[src/rtl/key_debouncer.sv]
// key_debouncer: per-key two-flop synchroniser followed by a stability-counter debounce with a one-cycle change pulse.
// Optional `KEY_EXCLUSIVE_EN: a press commits only while every other key is released; the lowest index wins ties.
module key_debouncer #(
  parameter int N_KEYS          = 4,
  parameter int DEBOUNCE_CYCLES = 500000,
  parameter int CNT_WIDTH       = 20
) (
  input  logic              clock,
  input  logic              reset_n,
  input  logic [N_KEYS-1:0] key_raw,
  output logic [N_KEYS-1:0] key_clean,
  output logic [N_KEYS-1:0] key_changed
);
  localparam logic [CNT_WIDTH-1:0] LAST = CNT_WIDTH'(DEBOUNCE_CYCLES - 1);
  logic [N_KEYS-1:0] sync1, sync2, ready, commit;
  logic [CNT_WIDTH-1:0] cnt [N_KEYS];
  always_comb begin
    ready = '0;
    for (int i = 0; i < N_KEYS; i++) ready[i] = (sync2[i] != key_clean[i]) && (cnt[i] == LAST);
`ifdef KEY_EXCLUSIVE_EN
    // with every key released only presses can be ready, so grant the lowest one
    commit = (&key_clean) ? (ready & (~ready + N_KEYS'(1))) : (ready & sync2);
`else
    commit = ready;
`endif
  end
  always_ff @(posedge clock or negedge reset_n) begin
    if (!reset_n) begin
      sync1       <= '1;
      sync2       <= '1;
      key_clean   <= '1;
      key_changed <= '0;
      for (int i = 0; i < N_KEYS; i++) cnt[i] <= '0;
    end else begin
      sync1       <= key_raw;
      sync2       <= sync1;
      key_changed <= commit;
      for (int i = 0; i < N_KEYS; i++) begin
        if (sync2[i] == key_clean[i]) cnt[i] <= '0;
        else if (commit[i]) begin
          key_clean[i] <= sync2[i];
          cnt[i]       <= '0;
        end else if (!ready[i]) cnt[i] <= cnt[i] + CNT_WIDTH'(1);
      end
    end
  end
endmodule
[config.mk]
export PLATFORM = sky130hd
export DESIGN_NAME = key_debouncer
export DESIGN_NICKNAME = d
export VERILOG_FILES = /design/src/rtl/key_debouncer.sv
export SDC_FILE = /design/constraint.sdc
export NUM_CORES = 1
export LEC_CHECK = 0
export BUFFER_PORTS_ARGS = -buffer_cell sky130_fd_sc_hd__buf_2
export CAP_MARGIN = 20
export CORE_AREA = 2 2 110 112
export CTS_CLUSTER_SIZE = 12
export DETAILED_ROUTE_END_ITERATION = 10
export DIE_AREA = 0 0 112 114
export PLACE_DENSITY_LB_ADDON = 0.1
export RECOVER_POWER = 50
export SYNTH_ARGS = -nofsm -noshare
export SYNTH_HDL_FRONTEND = slang
export SYNTH_SLANG_ARGS = --single-unit
[constraint.sdc]
create_clock -name clock -period 1.8 [get_ports clock]
set_input_delay 0.36 -clock clock [delete_from_list [all_inputs] [get_ports clock]]
set_output_delay 0.36 -clock clock [all_outputs]
set_load 0.05 [all_outputs]
==> results.md <==
STA:
- Hold is met by between 0.1 and 0.15 ns.
- The highest clock frequency the design can meet is about 550 MHz.
- The slew of the pin with the lowest slew margin is ~0.74 ns.
- Setup repair after global routing could not meet its margin everywhere.
- The worst slew margin relative to its limit is 0.5099.
- The final max-slew violation count is 0.
- For the finished layout, the period the worst path requires is ~1.8 ns.
- The worst-case clock skew is 0.005319 ns.
- Setup slack on the critical path of the routed design comes to -0.02496 ns.
- The final period utilization is 1.014.
- The final hold violation count came to 0.
- The final count of negative-setup-slack endpoints is 1.

CTS:
- The number of buffers on the longest clock path is 2.
- The later pin in the worst-skew pair is clocked with a latency of 0.35 ns.
- The TritonCTS clock tree is built.
- The number of levels the H-tree was split into is 3.
- CTS saw 96 sinks.
- In this run the clock root is driven by a sky130_fd_sc_hd__clkbuf_16.
- The number of buffers added by the clock tree synthesis step is 9.
- Clock-pin slew was measured on the worst setup and hold paths at 0.07 ns.

Die:
- During I/O placement, the number of pins put on the boundary was 14.
- The total area inside the core boundary comes to 11710 sq um.
- The chip width is 112 um.
- Row generation in the floorplan step produced 40 rows.
- The die covers approximately 13000 sq um.
- The floorplan step set the die height to 114 um.
- The starting density of the core is 0.3957.

Critical path:
- The type of destination of the critical path is a register.
- For the worst setup path, the data required time is 2.07 ns.
- The arrival time at the worst endpoint is 2.10 ns.
- STA classifies the critical path startpoint as a register.
- The peak fanout along the critical path is 4.
- The worst setup path is of the reg -> reg kind.

Cells and area:
- The share of layout cells above drive strength 1 is 0.2820.
- The antenna diode instance count is 0.
- The final layout contains around 540 nets.
- Once layout is done, the placed cells without fillers occupy 5784 sq um.
- The layout overhead on the synthesized area is 24.81%.

Placement:
- After detailed placement, the total cell area comes to 5338 sq um.
- Port buffering added 13 buffers.
- The placed wire-length estimate after detailed placement is around 6800 um.
- The final RePlAce weighted congestion is about 0.8.
- The worst-case setup slack after placement is -0.01451 ns.

Detailed routing:
- The post-route antenna net violation count is 0.
- The per-cell routed wire length is around 14 um.
- The count of vias placed by the detailed router is 3491.
- The vias per cell is just over 5.
- The aggregate routed wire length is 9476 um.
- For this block, the initial DRC count from the detailed router was between 100 and 150.
- For this run, design rule violations remaining after detail routing come to 0.
- The number of search-and-repair iterations in the first detailed-routing pass is 4.

Synth:
- Summing every instance area after synthesis gives 4634 sq um.
- Dividing the synthesized area by the synthesized cell count gives 10.23 sq um.
- Of the synthesized area, sequential elements account for 0.5216.
- Yosys mapped the design onto 40 distinct sky130hd cell types.
- The main flop type after synthesis is sky130_fd_sc_hd__dfrtp_1.
- The Yosys step of the flow raised 0 warnings.
- After synthesis the netlist holds a flip-flop and latch count of 96.
- The number of enable flip-flop cells after synthesis is 0.
- Counting every instance in the synthesized netlist gives 453.
- The total nets after synthesis is between 400 and 500.
- For this run, asynchronously set or reset flops after synthesis account for 1.000.

Global route:
- Across every metal layer, demand over resource in global routing totals 0.1603.
- Entering global routing, the biggest net connects 44 pins.
- The remaining global-route overflow is 0.
- The first global-routing pass estimated 16420 um of wire.
- The initial antenna violation count was 0.
- The number of global-route vias before repair is 3510.

Job:
- Max-cap violations in this run came to 0.

Status:
- The final reports fail on setup timing.
- The flow ran to the end, but the final reports show violations.

Power and ir drop:
- The power density over the cells is 776.1 nW/um^2.
- The worst-case vdd ir drop is between 400 and 500 uV.
- Summed over all cells, the static leakage comes to ~0.0024 uW.

Worst hold path:
- The worst hold path belongs to the class in -> reg.
-- state kept, by name (all words and copies together), names as in the netlist --
name and count:
key_changed 4, key_clean 4, sync2 4, cnt 80, sync1 4
-- worst max-delay path, cell delays in order, from the launching register on --
cell,delay [ns]
sky130_fd_sc_hd__dfrtp_1,0.42
sky130_fd_sc_hd__or4b_4,0.51
sky130_fd_sc_hd__or4_4,0.52
sky130_fd_sc_hd__mux2_4,0.31
-- layout make-up --
cell class	count	area [sq um]
clock buffers	11	242.7
flip-flops and latches	96	2426
multi-input cells	333	2205
well taps	147	183.9
fillers	1116	5927
clock inverters	5	80.08
repair buffers	83	605.6
inverters	11	41.29
-- cells by family after synthesis --
logic type                 after synthesis  share of synthesized area
DFF                                     96                     0.5216
adders and majority gates                4                    0.01080
AOI/OAI and AO/OA                       31                    0.04320
buffers and inverters                   24                    0.02349
and+or+nand+nor                        231                     0.2711
muxes                                    5                    0.01269
xor gates and xnor gates                62                     0.1172
-- cell usage in the layout, fill, tap and decap left out, drive strengths merged, types with 3 or more instances in the layout --
| cell type | synthesis | final |
|---|---|---|
| a21oi | 14 | 14 |
| and4 | 5 | 5 |
| buf | 7 | 78 |
| clkbuf | 6 | 15 |
| dfrtp | 84 | 84 |
| dfstp | 12 | 12 |
| ha | 4 | 4 |
| inv | 11 | 11 |
| mux2 | 4 | 4 |
| nand2 | 24 | 24 |
| nand3 | 27 | 27 |
| nand4 | 27 | 27 |
| nor2 | 74 | 74 |
| nor2b | 3 | 3 |
| nor3 | 19 | 19 |
| nor4 | 20 | 20 |
| nor4b | 3 | 3 |
| o21ai | 9 | 9 |
| o31ai | 5 | 5 |
| or3 | 11 | 11 |
| or4 | 10 | 10 |
| xnor2 | 41 | 41 |
| xor2 | 21 | 21 |
-- where the power goes --
group | total [uW] | internal, uW | leakage (uW) | switching (uW)
Combinational | 196 | 81.5 | 0.000947 | 115
Sequential | 2230 | 2200 | 0.00128 | 29.5
Clock | 2070 | 1250 | 0.000152 | 814
-- final timing paths --
| path | slack [ns] | cells after the start | start | to |
|---|---|---|---|---|
| setup / recovery | -0.02 | 3 | cnt[9] | key_clean[3] |
| hold / removal | 0.11 | 1 | key_raw[0] | sync1[0] |
| setup reg to reg | -0.02 | 3 | cnt[9] | key_clean[3] |
| hold reg to reg | 0.36 | 0 | sync1[2] | sync2[2] |
| max in group asynchronous | 0.25 | 3 | reset_n | key_clean[3] |
| min in group asynchronous | 0.61 | 2 | reset_n | cnt[68] |
-- synth_stat cells (all sizes together) (3+ instances only) --
cell,n,area [sq um]
buf,7,41.29
nand4,27,215.2
nor2,74,277.8
nor4,20,125.1
nand3,27,135.1
a21oi,14,70.07
o21ai,9,45.04
o31ai,5,42.54
nor4b,3,26.28
clkbuf,6,26.27
and4,5,43.79
nand2,24,90.09
mux2,4,48.79
xnor2,41,359.1
nor3,19,95.09
ha,4,50.05
xor2,21,183.9
inv,11,41.29
dfstp,12,315.3
dfrtp,84,2102
or4,10,90.08
nor2b,3,18.77
or3,11,68.82
-- layer usage --
layer / share of wire / global-route usage
met2: 0.46 / 0.2497
met3: 0.020 / 0.02869
met5: 0 / 0
met4: 0.024 / 0.08862
met1: 0.50 / 0.2134
-- timing repair --
item | CTS | global route
gates resized for setup | 2 | 25
buffers inserted | 0 | 4
cloned | 1 | 0
setup endpoints to repair | 13 | 46
hold endpoints to repair | 24 | 0
pin swaps | 1 | 8
hold buffers | 1 | 0
-- stage by stage --
| stage | utilization | TNS (ns) | total power, uW | std cells |
|---|---|---|---|---|
| after detailed placement | 0.4558 | -0.09873 | 2456 | 664 |
| after global routing | 0.4939 | -0.6102 | 4688 | 686 |
| after global placement | 0.4558 | 0 | 2453 | 664 |
| after CTS | 0.4852 | -0.005854 | 4552 | 682 |
| after floorplan | - | -0.02975 | 2335 | 453 |
| final | 0.4939 | -0.02496 | 4489 | 686 |
No activity file was read; power rests on OpenSTA's default activity.
